<file path="src/rtl/ads1292_spi_responder.sv">
// ADS1292 SPI responder: cycle-based model of the AFE's SPI slave side,
// register file and DRDY-flagged 72-bit data frames.
//
// state    | meaning
// ---------+-----------------------------------------------------------
// ST_OPC   | waiting for an opcode byte
// ST_CNT   | WREG/RREG address latched, waiting for the count byte
// ST_WDATA | writing incoming bytes to reg[addr], addr++ per byte
// ST_RDATA | shifting reg[addr] out on MISO, addr++ per byte
// ST_FRAME | RDATA opcode: shifting the 72-bit frame buffer out
module ads1292_spi_responder #(
  parameter logic [7:0] ID_VALUE     = 8'h73,
  parameter int         SYNC_STAGES  = 2,
  parameter int         OVR_HIGH_CYC = 4
) (
  input  logic        i_CLK,
  input  logic        i_RST,
  input  logic        i_SCLK,
  input  logic        i_CSN,
  input  logic        i_MOSI,
  output logic        o_MISO,
  output logic        o_DRDY,
  input  logic        i_PIN_START,
  input  logic        i_PIN_RESETN,
  input  logic        i_SAMPLE_VALID,
  output logic        o_SAMPLE_READY,
  input  logic [23:0] i_CH1,
  input  logic [23:0] i_CH2,
  output logic        o_RDATAC,
  output logic        o_CONVERTING
);

  localparam int            OW       = $clog2(OVR_HIGH_CYC + 1);
  localparam logic [OW-1:0] OVR_LOAD = OW'(OVR_HIGH_CYC);
  localparam logic [6:0]    FRM_BITS = 7'd72;

  typedef enum logic [2:0] {
    ST_OPC,
    ST_CNT,
    ST_WDATA,
    ST_RDATA,
    ST_FRAME
  } state_t;

  // ---------------------------------------------------------------
  // Pin synchronisers and edge detection
  // ---------------------------------------------------------------
  logic [SYNC_STAGES-1:0] sclk_sync_q, sclk_sync_d;
  logic [SYNC_STAGES-1:0] csn_sync_q, csn_sync_d;
  logic [SYNC_STAGES-1:0] mosi_sync_q, mosi_sync_d;
  logic [SYNC_STAGES-1:0] start_sync_q, start_sync_d;
  logic [SYNC_STAGES-1:0] rstn_sync_q, rstn_sync_d;
  logic                   sclk_prev_q, sclk_prev_d;
  logic                   csn_prev_q, csn_prev_d;

  logic sclk_s, csn_s, mosi_s, start_s, rstn_s;
  logic sclk_rise, sclk_fall, csn_fall;

  // Shift each pin one stage further down its synchroniser chain.
  always_comb begin
    sclk_sync_d  = {sclk_sync_q[SYNC_STAGES-2:0], i_SCLK};
    csn_sync_d   = {csn_sync_q[SYNC_STAGES-2:0], i_CSN};
    mosi_sync_d  = {mosi_sync_q[SYNC_STAGES-2:0], i_MOSI};
    start_sync_d = {start_sync_q[SYNC_STAGES-2:0], i_PIN_START};
    rstn_sync_d  = {rstn_sync_q[SYNC_STAGES-2:0], i_PIN_RESETN};
    sclk_prev_d  = sclk_sync_q[SYNC_STAGES-1];
    csn_prev_d   = csn_sync_q[SYNC_STAGES-1];
  end

  // Synchroniser flops; only the system reset clears them so that a pin or
  // command reset does not lose track of the live pin levels.
  always_ff @(posedge i_CLK) begin
    if (i_RST) begin
      sclk_sync_q  <= '0;
      csn_sync_q   <= '1;
      mosi_sync_q  <= '0;
      start_sync_q <= '0;
      rstn_sync_q  <= '1;
      sclk_prev_q  <= 1'b0;
      csn_prev_q   <= 1'b1;
    end else begin
      sclk_sync_q  <= sclk_sync_d;
      csn_sync_q   <= csn_sync_d;
      mosi_sync_q  <= mosi_sync_d;
      start_sync_q <= start_sync_d;
      rstn_sync_q  <= rstn_sync_d;
      sclk_prev_q  <= sclk_prev_d;
      csn_prev_q   <= csn_prev_d;
    end
  end

  assign sclk_s    = sclk_sync_q[SYNC_STAGES-1];
  assign csn_s     = csn_sync_q[SYNC_STAGES-1];
  assign mosi_s    = mosi_sync_q[SYNC_STAGES-1];
  assign start_s   = start_sync_q[SYNC_STAGES-1];
  assign rstn_s    = rstn_sync_q[SYNC_STAGES-1];
  assign sclk_rise = sclk_s & ~sclk_prev_q;
  assign sclk_fall = ~sclk_s & sclk_prev_q;
  assign csn_fall  = ~csn_s & csn_prev_q;

  // ---------------------------------------------------------------
  // Core state
  // ---------------------------------------------------------------
  state_t       state_q, state_d;
  logic         rdatac_q, rdatac_d;
  logic         start_cmd_q, start_cmd_d;
  logic [2:0]   bit_cnt_q, bit_cnt_d;
  logic [6:0]   sh_q, sh_d;
  logic [5:0]   addr_q, addr_d;
  logic [5:0]   cnt_q, cnt_d;
  logic         wr_q, wr_d;
  logic [7:0]   rd_sr_q, rd_sr_d;
  logic [71:0]  buf_q, buf_d;
  logic         full_q, full_d;
  logic         frm_act_q, frm_act_d;
  logic [6:0]   left_q, left_d;
  logic         drdy_q, drdy_d;
  logic [OW-1:0] ovr_q, ovr_d;
  logic         miso_q, miso_d;
  logic [7:0]   regs_q [1:11];
  logic [7:0]   regs_d [1:11];

  logic         byte_done, cmd_rst, rst_all, shift_now, accept, converting;
  logic [7:0]   rx_byte;
  logic [5:0]   rd_addr;
  logic [7:0]   rd_val;
  logic [6:0]   left_base;
  logic         cur_bit;

  assign rx_byte    = {sh_q, mosi_s};
  assign byte_done  = ~csn_s & sclk_fall & (bit_cnt_q == 3'd7);
  assign cmd_rst    = byte_done & (state_q == ST_OPC) & (rx_byte == 8'h06);
  assign rst_all    = i_RST | ~rstn_s | cmd_rst;
  assign shift_now  = ~csn_s & sclk_fall & (frm_act_q | (rdatac_q & full_q));
  assign converting = start_s | start_cmd_q;
  assign accept     = i_SAMPLE_VALID & o_SAMPLE_READY;
  assign left_base  = frm_act_q ? left_q : FRM_BITS;

  // Register read port: the CNT byte fetches reg[addr], later bytes reg[addr+1].
  always_comb begin
    rd_addr = (state_q == ST_CNT) ? addr_q : addr_q + 6'd1;
    rd_val  = 8'h00;
    if (rd_addr == 6'd0) begin
      rd_val = ID_VALUE;
    end else if (rd_addr <= 6'd11) begin
      rd_val = regs_q[rd_addr[3:0]];
    end
  end

  // Bit the responder is currently presenting on MISO.
  always_comb begin
    cur_bit = 1'b0;
    if (rdatac_q || (state_q == ST_FRAME)) begin
      cur_bit = buf_q[71];
    end else if (state_q == ST_RDATA) begin
      cur_bit = rd_sr_q[7];
    end
  end

  // Next-state: byte assembly, command FSM, frame buffer, DRDY timer, MISO.
  always_comb begin
    state_d     = state_q;
    rdatac_d    = rdatac_q;
    start_cmd_d = start_cmd_q;
    bit_cnt_d   = bit_cnt_q;
    sh_d        = sh_q;
    addr_d      = addr_q;
    cnt_d       = cnt_q;
    wr_d        = wr_q;
    rd_sr_d     = rd_sr_q;
    buf_d       = buf_q;
    full_d      = full_q;
    frm_act_d   = frm_act_q;
    left_d      = left_q;
    drdy_d      = drdy_q;
    ovr_d       = ovr_q;
    miso_d      = miso_q;
    regs_d      = regs_q;

    // CSN high ends any transfer; a half-read frame is thrown away.
    if (csn_s) begin
      bit_cnt_d = 3'd0;
      state_d   = ST_OPC;
      if (frm_act_q) begin
        buf_d     = '0;
        frm_act_d = 1'b0;
      end
    end else if (sclk_fall) begin
      if (bit_cnt_q == 3'd7) begin
        bit_cnt_d = 3'd0;
      end else begin
        bit_cnt_d = bit_cnt_q + 3'd1;
        sh_d      = {sh_q[5:0], mosi_s};
      end
    end

    if (byte_done) begin
      case (state_q)
        ST_OPC: begin
          if (rdatac_q) begin
            if (rx_byte == 8'h11) rdatac_d = 1'b0;
          end else begin
            casez (rx_byte)
              8'h10:        rdatac_d = 1'b1;
              8'h08:        start_cmd_d = 1'b1;
              8'h0A:        start_cmd_d = 1'b0;
              8'h12: begin
                state_d   = ST_FRAME;
                frm_act_d = 1'b1;
                left_d    = FRM_BITS;
              end
              8'b010?_????: begin
                wr_d    = 1'b1;
                addr_d  = {1'b0, rx_byte[4:0]};
                state_d = ST_CNT;
              end
              8'b001?_????: begin
                wr_d    = 1'b0;
                addr_d  = {1'b0, rx_byte[4:0]};
                state_d = ST_CNT;
              end
              default: ;
            endcase
          end
        end
        ST_CNT: begin
          cnt_d = {1'b0, rx_byte[4:0]} + 6'd1;
          if (wr_q) begin
            state_d = ST_WDATA;
          end else begin
            state_d = ST_RDATA;
            rd_sr_d = rd_val;
          end
        end
        ST_WDATA: begin
          if ((addr_q != 6'd0) && (addr_q <= 6'd11)) regs_d[addr_q[3:0]] = rx_byte;
          addr_d = addr_q + 6'd1;
          cnt_d  = cnt_q - 6'd1;
          if (cnt_q == 6'd1) state_d = ST_OPC;
        end
        ST_RDATA: begin
          addr_d = addr_q + 6'd1;
          cnt_d  = cnt_q - 6'd1;
          if (cnt_q == 6'd1) state_d = ST_OPC;
          else               rd_sr_d = rd_val;
        end
        default: ;
      endcase
    end else if ((state_q == ST_RDATA) && !csn_s && sclk_fall) begin
      rd_sr_d = {rd_sr_q[6:0], 1'b0};
    end

    // Overwrite timer: DRDY drops again at terminal count.
    if (ovr_q != '0) begin
      ovr_d = ovr_q - 1'b1;
      if (ovr_q == OW'(1)) drdy_d = 1'b0;
    end

    // Frame readout; the first shifted bit consumes the buffered frame.
    if (shift_now) begin
      buf_d     = {buf_q[70:0], 1'b0};
      left_d    = left_base - 7'd1;
      frm_act_d = (left_base != 7'd1);
      if (full_q) begin
        full_d = 1'b0;
        drdy_d = 1'b1;
        ovr_d  = '0;
      end
      if ((left_base == 7'd1) && (state_q == ST_FRAME)) state_d = ST_OPC;
    end

    // Sample accept; overwriting an unread frame pulses DRDY high.
    if (accept) begin
      buf_d  = {24'hC00000, i_CH1, i_CH2};
      full_d = 1'b1;
      if (full_q) begin
        drdy_d = 1'b1;
        ovr_d  = OVR_LOAD;
      end else begin
        drdy_d = 1'b0;
        ovr_d  = '0;
      end
    end

    if (csn_s)                     miso_d = 1'b0;
    else if (csn_fall || sclk_rise) miso_d = cur_bit;
  end

  // Core registers; system, pin and command reset all land here.
  always_ff @(posedge i_CLK) begin
    if (rst_all) begin
      state_q     <= ST_OPC;
      rdatac_q    <= 1'b1;
      start_cmd_q <= 1'b0;
      bit_cnt_q   <= 3'd0;
      sh_q        <= 7'd0;
      addr_q      <= 6'd0;
      cnt_q       <= 6'd0;
      wr_q        <= 1'b0;
      rd_sr_q     <= 8'h00;
      buf_q       <= '0;
      full_q      <= 1'b0;
      frm_act_q   <= 1'b0;
      left_q      <= 7'd0;
      drdy_q      <= 1'b1;
      ovr_q       <= '0;
      miso_q      <= 1'b0;
      for (int i = 1; i <= 11; i++) regs_q[i] <= (i == 1) ? 8'h02 : 8'h00;
    end else begin
      state_q     <= state_d;
      rdatac_q    <= rdatac_d;
      start_cmd_q <= start_cmd_d;
      bit_cnt_q   <= bit_cnt_d;
      sh_q        <= sh_d;
      addr_q      <= addr_d;
      cnt_q       <= cnt_d;
      wr_q        <= wr_d;
      rd_sr_q     <= rd_sr_d;
      buf_q       <= buf_d;
      full_q      <= full_d;
      frm_act_q   <= frm_act_d;
      left_q      <= left_d;
      drdy_q      <= drdy_d;
      ovr_q       <= ovr_d;
      miso_q      <= miso_d;
      regs_q      <= regs_d;
    end
  end

  assign o_MISO         = miso_q;
  assign o_DRDY         = drdy_q;
  assign o_RDATAC       = rdatac_q;
  assign o_CONVERTING   = converting;
  assign o_SAMPLE_READY = converting & ~frm_act_q & ~shift_now;

endmodule

</file>
<file path="config.mk">
export PLATFORM = sky130hd
export DESIGN_NAME = ads1292_spi_responder
export DESIGN_NICKNAME = d
export VERILOG_FILES = /design/src/rtl/ads1292_spi_responder.sv
export SDC_FILE = /design/constraint.sdc
export NUM_CORES = 1
export LEC_CHECK = 0
export BUFFER_PORTS_ARGS = -buffer_cell sky130_fd_sc_hd__clkbuf_2
export CAP_MARGIN = 0
export CORE_MARGIN = 4
export CORE_UTILIZATION = 59
export DETAILED_ROUTE_END_ITERATION = 6
export HOLD_SLACK_MARGIN = 0.08
export PLACE_DENSITY = 0.89
export SYNTH_ARGS = -nofsm -noshare
export SYNTH_HDL_FRONTEND = slang
export SYNTH_SLANG_ARGS = --single-unit
</file>
<file path="constraint.sdc">
create_clock -name i_CLK -period 5.2 [get_ports i_CLK]
set_clock_uncertainty 0.1 [all_clocks]
set_input_delay 1.04 -clock i_CLK [delete_from_list [all_inputs] [get_ports i_CLK]]
set_output_delay 1.04 -clock i_CLK [all_outputs]
set_load 0.005 [all_outputs]
</file>
Word-level counts from Yosys, hierarchy flattened
Index checks and enable logic that the tools add are counted.
{"block": "op_classes", "addsub": 6, "magnitude_cmp": 5, "n_eq_ne": 23, "mux": 64, "bitwise_logic": 26, "reduce_logical": 40}
{"operator": "$mux W72", "n": 4}
{"operator": "$bwmux W88", "n": 1}
{"operator": "$mux W8", "n": 9}
{"operator": "$mux W7", "n": 6}
{"operator": "$mux W3", "n": 12}
{"operator": "$bmux W8 S4", "n": 1}
{"operator": "$demux W8 S4", "n": 1}
{"operator": "$eq A8 B5 Y1 const B", "n": 3}
{"operator": "$pmux W6 S2", "n": 2}
{"operator": "$reduce_bool A2 Y1", "n": 11}
{"operator": "$mux W1", "n": 20}
{"operator": "$reduce_and A4 Y1", "n": 5}
{"operator": "$mux W6", "n": 3}
{"operator": "$eq A8 B4 Y1 const B", "n": 2}
{"operator": "$pmux W8 S2", "n": 1}
{"operator": "$and A1 B1 Y1", "n": 12}
{"operator": "$le A6 B4 Y1 const B", "n": 2}
{"operator": "$ge A5 B5 Y1 const B", "n": 2}
{"operator": "$not A4 Y5", "n": 2}
{"operator": "$eq A3 B1 Y1 const B", "n": 3}
{"operator": "$eq A3 B2 Y1 const B", "n": 3}
{"operator": "$pmux W3 S3", "n": 1}
{"operator": "$reduce_bool A3 Y1", "n": 3}
{"operator": "$eq A8 B3 Y1 const B", "n": 1}
{"operator": "28 further kinds", "n": 54}
{"block": "totals", "register_bits": 222, "output_inout_bits": 5}

Depth between registers and ports, before layout
{"block": "logic_depth", "word_depth": 11, "ltp_mapped": 16, "depth_no_buf": 8}

Worst setup path after synthesis
No wires, ideal clock.
{"block": "synth_timing", "path_kind": "reg2reg", "startpoint": "register addr_q[1]", "endpoint": "register rd_sr_q[7]", "setup_time_ps": 123, "t_arrival_ps": 3296, "slack_ps": 1682, "path_stages_with_launch": 16, "period_less_slack_ps": 3518, "path_cell_list": "dfxtp_1 -> buf_2 -> buf_2 -> buf_2 -> buf_2 -> inv_1 -> ha_1 -> buf_2 -> buf_2 -> buf_2 -> buf_2 -> mux4_2 -> o21ai_0 -> nand3_1 -> a221oi_1 -> nor2_1"}
{"block": "synth_via", "elab_chain_len": 11, "elab_cells_between_ends": 14, "classes_between": "add/sub: 1; order compare: 1; mux: 10; bitwise: 1; reduce/logical: 1"}
{"element": "from (decl)", "line_no": "109", "rtl": "logic [5:0] addr_q, addr_d;"}
{"element": "from (signal assigned)", "line_no": "315", "rtl": "addr_q <= addr_d;"}
{"element": "$add A6 B1 Y6", "line_no": "141", "rtl": "rd_addr = (state_q == ST_CNT) ? addr_q : addr_q + 6'd1;"}
{"element": "$mux W6 *", "line_no": "141"}
{"element": "$not A4 Y5 (not written as such)", "line_no": "146", "rtl": "rd_val = regs_q[rd_addr[3:0]];"}
{"element": "$bmux W8 S4", "line_no": "146"}
{"element": "$mux W8 (not written as such) (2 in series)", "line_no": "146"}
{"element": "$mux W8", "line_no": "145", "rtl": "end else if (rd_addr <= 6'd11) begin"}
{"element": "$mux W8 *", "line_no": "143", "rtl": "if (rd_addr == 6'd0) begin"}
{"element": "$mux W8 (on tied branches)", "line_no": "244, 228"}
{"element": "$pmux W8 S2 *", "line_no": "198", "rtl": "case (state_q)"}
{"element": "$mux W8 *", "line_no": "197", "rtl": "if (byte_done) begin"}
{"element": "to (signal assigned)", "line_no": "318", "rtl": "rd_sr_q <= rd_sr_d;"}
{"element": "to (decl)", "line_no": "112", "rtl": "logic [7:0] rd_sr_q, rd_sr_d;"}
Every way passes the cells marked *; elsewhere a longest branch is shown, timed or not. The select of a mux whose other input is x is not followed.
A chain may end at the register's enable or synchronous reset.

Worst setup path in the final report
{"block": "layout_timing", "startpoint": "register state_q[0]", "endpoint": "register rd_sr_q[2]"}
{"block": "layout_via", "elab_chain_len": 11, "elab_cells_between_ends": 26, "classes_between": "order compare: 1; eq/ne: 5; mux: 10; bitwise: 4; reduce/logical: 6"}
{"element": "from (decl)", "line_no": "104", "rtl": "state_t state_q, state_d;"}
{"element": "from (signal assigned)", "line_no": "310", "rtl": "state_q <= state_d;"}
{"element": "$eq A3 B1 Y1", "line_no": "141, 198"}
{"element": "$mux W6", "line_no": "141"}
{"element": "$not A4 Y5 (not written as such)", "line_no": "146"}
{"element": "$bmux W8 S4", "line_no": "146"}
{"element": "$mux W8 (not written as such) (2 in series)", "line_no": "146"}
{"element": "$mux W8", "line_no": "145"}
{"element": "$mux W8", "line_no": "143"}
{"element": "$mux W8 (on tied branches)", "line_no": "244, 228"}
{"element": "$pmux W8 S2", "line_no": "198"}
{"element": "$mux W8", "line_no": "197"}
Parallel ways exist; a longest one is shown, timed or not. The select of a mux whose other input is x is not followed.

==> results.txt <==
IO Pins = 61
first-pass GRT wire length = 47.79 mm
CP Cell Sequence = nor3b_2 > o211ai_2 > nor3_1 > o21ai_0 > nand2_1 > o2bb2ai_1
initial core utilization = 0.6039
Worst-path clk slew = 0.07 ns
final core utilization = 0.6682
setup ws final = 1.585 ns
die area = 20,750 sq um
CP max stage cell = nor3b_2
Reg2Reg Capture Point = rd_sr_q[2]
sequential share of the synthesized area = 0.4069
pre-CTS WS = 1.777 ns
setup TNS = 0 ns
Sink Count = 222
fin crit period = 3.615 ns
die width = 144.1 microns
post-CTS setup buffers = 0
Sequential Area = 4446 sq um
Max rail drop VDD = 0.2416 mV
cts bufs inserted = 24
Die Ht = 144.1 microns
top cell type by total area after synthesis = dfxtp_1
CTS tree = done
M1 GR Usage = 0.3518
CP peak stage delay = 0.93 ns
worst-skew pair later-pin latency = 0.52 ns
Register-to-Register Setup Slack = 1.59 ns
FF-to-FF Start = state_q[0]
CP Capture Type = flip-flop
M2 GR Usage = 0.4581
DP Wirelength = 17.91 mm
PostCTS Resize Cnt = 0
number of buffers and inverters on the critical path = 0
PortBufs = 60
worst min-delay path class = reg -> reg
hold path depth = 1
Tcrit/Tclk final = 0.6952
Post-route DRC = 0
Syn Nets = 1,393
most frequent cell after synthesis = dfxtp_1
Multi-input gate area = 5978 sq um
cts hold-fix bufs = 0
worst hold slack = 0.3102 ns
fmax = 276.6 MHz
GR peak layer = met2
reg2reg path depth = 6
initial antenna violation count = 0
synthesized instance count = 1,320
status = completed
vias in the first global route = 9,760
number of synthesized register bits = 222
drt wl/cell = 18.69 microns
static leakage = 4.252 nW
ys async rst share = 0
synth top area cells = dfxtp_1, mux2i_1, a21oi_1, nand2_1, o21ai_0
Yosys top cell area share = 0.4069
unrepaired setup endpoints after global routing = no
synth unique cells = 71
Slew Limit Fails = 0
Max Cap Viol = 0
DR pass1 iterations = 6
Final setup viols = 0
GRT overflow = 0
most frequent cells after synthesis = dfxtp_1, nand2_1, a21oi_1, o21ai_0, nor2_1
Power, Total = 0.003709 W
hold_sp = rstn_sync_q[0]
Arr. time, crit path = 3.96 ns
EDFF count, synth = 0
# rows = 49
PD cells = 306.9 nW/um^2
Nets = 1,386
Final Hold Vio Count = 0
DR vias/cell = 6.547
ys flop type = dfxtp_1
antenna diode count = 0
H-tree depth = 1
largest net degree at the start of global routing = 81
DRT iter0 DRCs = 960
CTS Buffer Depth = 3
Mapped Avg Cell Area = 8.274 sq um
required time of the critical path = 5.55 ns
slew at the pin closest to its max-slew limit = 1.232 ns
share of layout cells above drive strength 1 = 0.1262
total routing usage reported by global routing = 0.2773
met3 usage = 0.05126
GP Congestion = 0.9713
yosys warns = 0
Layout area overhead = 10.65%
DRT antenna net count = 0
Core Area = 18,090 sq um
Hold Path Sink = rstn_sync_q[1]
final wirelength = 29.16 mm
path type of the worst setup path = reg -> reg
Root Driver = clkbuf_16
DR vias = 10,210
Top delay family on crit path = simple AND/OR/NAND/NOR gates
crit path max fanout = 12
crit start category = flip-flop
Fill cells = 1,354
Slew headroom = 0.1767
mapped cell area = 10,920 sq um
[metal layers]
metal | vias to the layer above | routed length (microns)
met1 | 4775 | 11200
li1 | 4712 | -
met5 | - | 0
met4 | 0 | 1353
met3 | 143 | 2691
met2 | 583 | 13920
[sequential cells by signal, indices dropped and copies added (netlist names), 2 cells and up]
signal / count
regs_q: 88
buf_q: 72
rd_sr_q: 8
left_q: 7
sh_q: 7
addr_q: 6
cnt_q: 6
bit_cnt_q: 3
ovr_q: 3
state_q: 3
csn_sync_q: 2
mosi_sync_q: 2
rstn_sync_q: 2
sclk_sync_q: 2
start_sync_q: 2
[through the flow]
stage                     std cells  area [sq um]
after detailed placement       1516         11240
final                          1560         12090
after CTS                      1560         12090
after global routing           1560         12090
after floorplan                1320         10920
after global placement         1516         11240
[layout make-up]
| class | instances | area share |
|---|---|---|
| Sequential cell | 222 | 0.3678 |
| Tap cell | 229 | 0.02371 |
| Clock inverter | 15 | 0.01408 |
| Timing Repair Buffer | 79 | 0.03769 |
| Multi-Input combinational cell | 965 | 0.4947 |
| Clock buffer | 29 | 0.05549 |
| Inverter | 21 | 0.006522 |
[cells in the final DEF (no fill, tap or decap), types with 4 or more instances in the layout]
cell        instances
mux4_2             22
mux2i_1            83
nor2_1            100
a22o_1              5
buf_4              18
and3_1              6
a21oi_1           146
o311ai_0            4
nor2b_1            12
o211ai_1            4
nor3_1             27
a221oi_1            5
clkinv_2            6
clkinvlp_4          4
inv_1              21
or2_2               6
nand3_1            81
o21ai_0           123
a31oi_1             4
dfxtp_1           221
nand2b_1           10
nor4_1              9
a32oi_1             5
nand2_2             4
clkbuf_16          25
nand2_1           177
a22oi_1            29
a211oi_1           10
clkbuf_2           60
ha_1               16
[report_power, final]
part / switching (W) / internal, W / leakage (nW)
clock network: 0.000723 / 0.00107 / 0.407
logic: 0.000101 / 0.0000638 / 2.05
registers: 0.0000196 / 0.00173 / 1.79
total: 0.000843 / 0.00287 / 4.25
[worst max path at each step]
| stage | startpoint | endpoint | depth (start not counted) |
|---|---|---|---|
| after floorplan | addr_q[1] | rd_sr_q[7] | 15 |
| after global placement | state_q[0] | rd_sr_q[3] | 6 |
| after detailed placement | bit_cnt_q[0] | regs_q[24] | 9 |
| after CTS | bit_cnt_q[0] | regs_q[29] | 9 |
| after global routing | bit_cnt_q[0] | regs_q[30] | 9 |
| final | state_q[0] | rd_sr_q[2] | 6 |
[kinds of logic (layout without fill, tap and decap cells)]
family                   count (synthesis)  count (layout)  synth area share
buffers and inverters                  133             144           0.04972
XOR/XNOR                                 6               6          0.004812
AO/OA/AOI/OAI                          374             374            0.2000
multiplexers                           105             105            0.1214
adder cells (fa/ha/maj)                 17              17           0.01947
flip-flops                             222             222            0.4069
AND/OR/NAND/NOR                        463             463            0.1976
(Power assumes the default switching activity.)
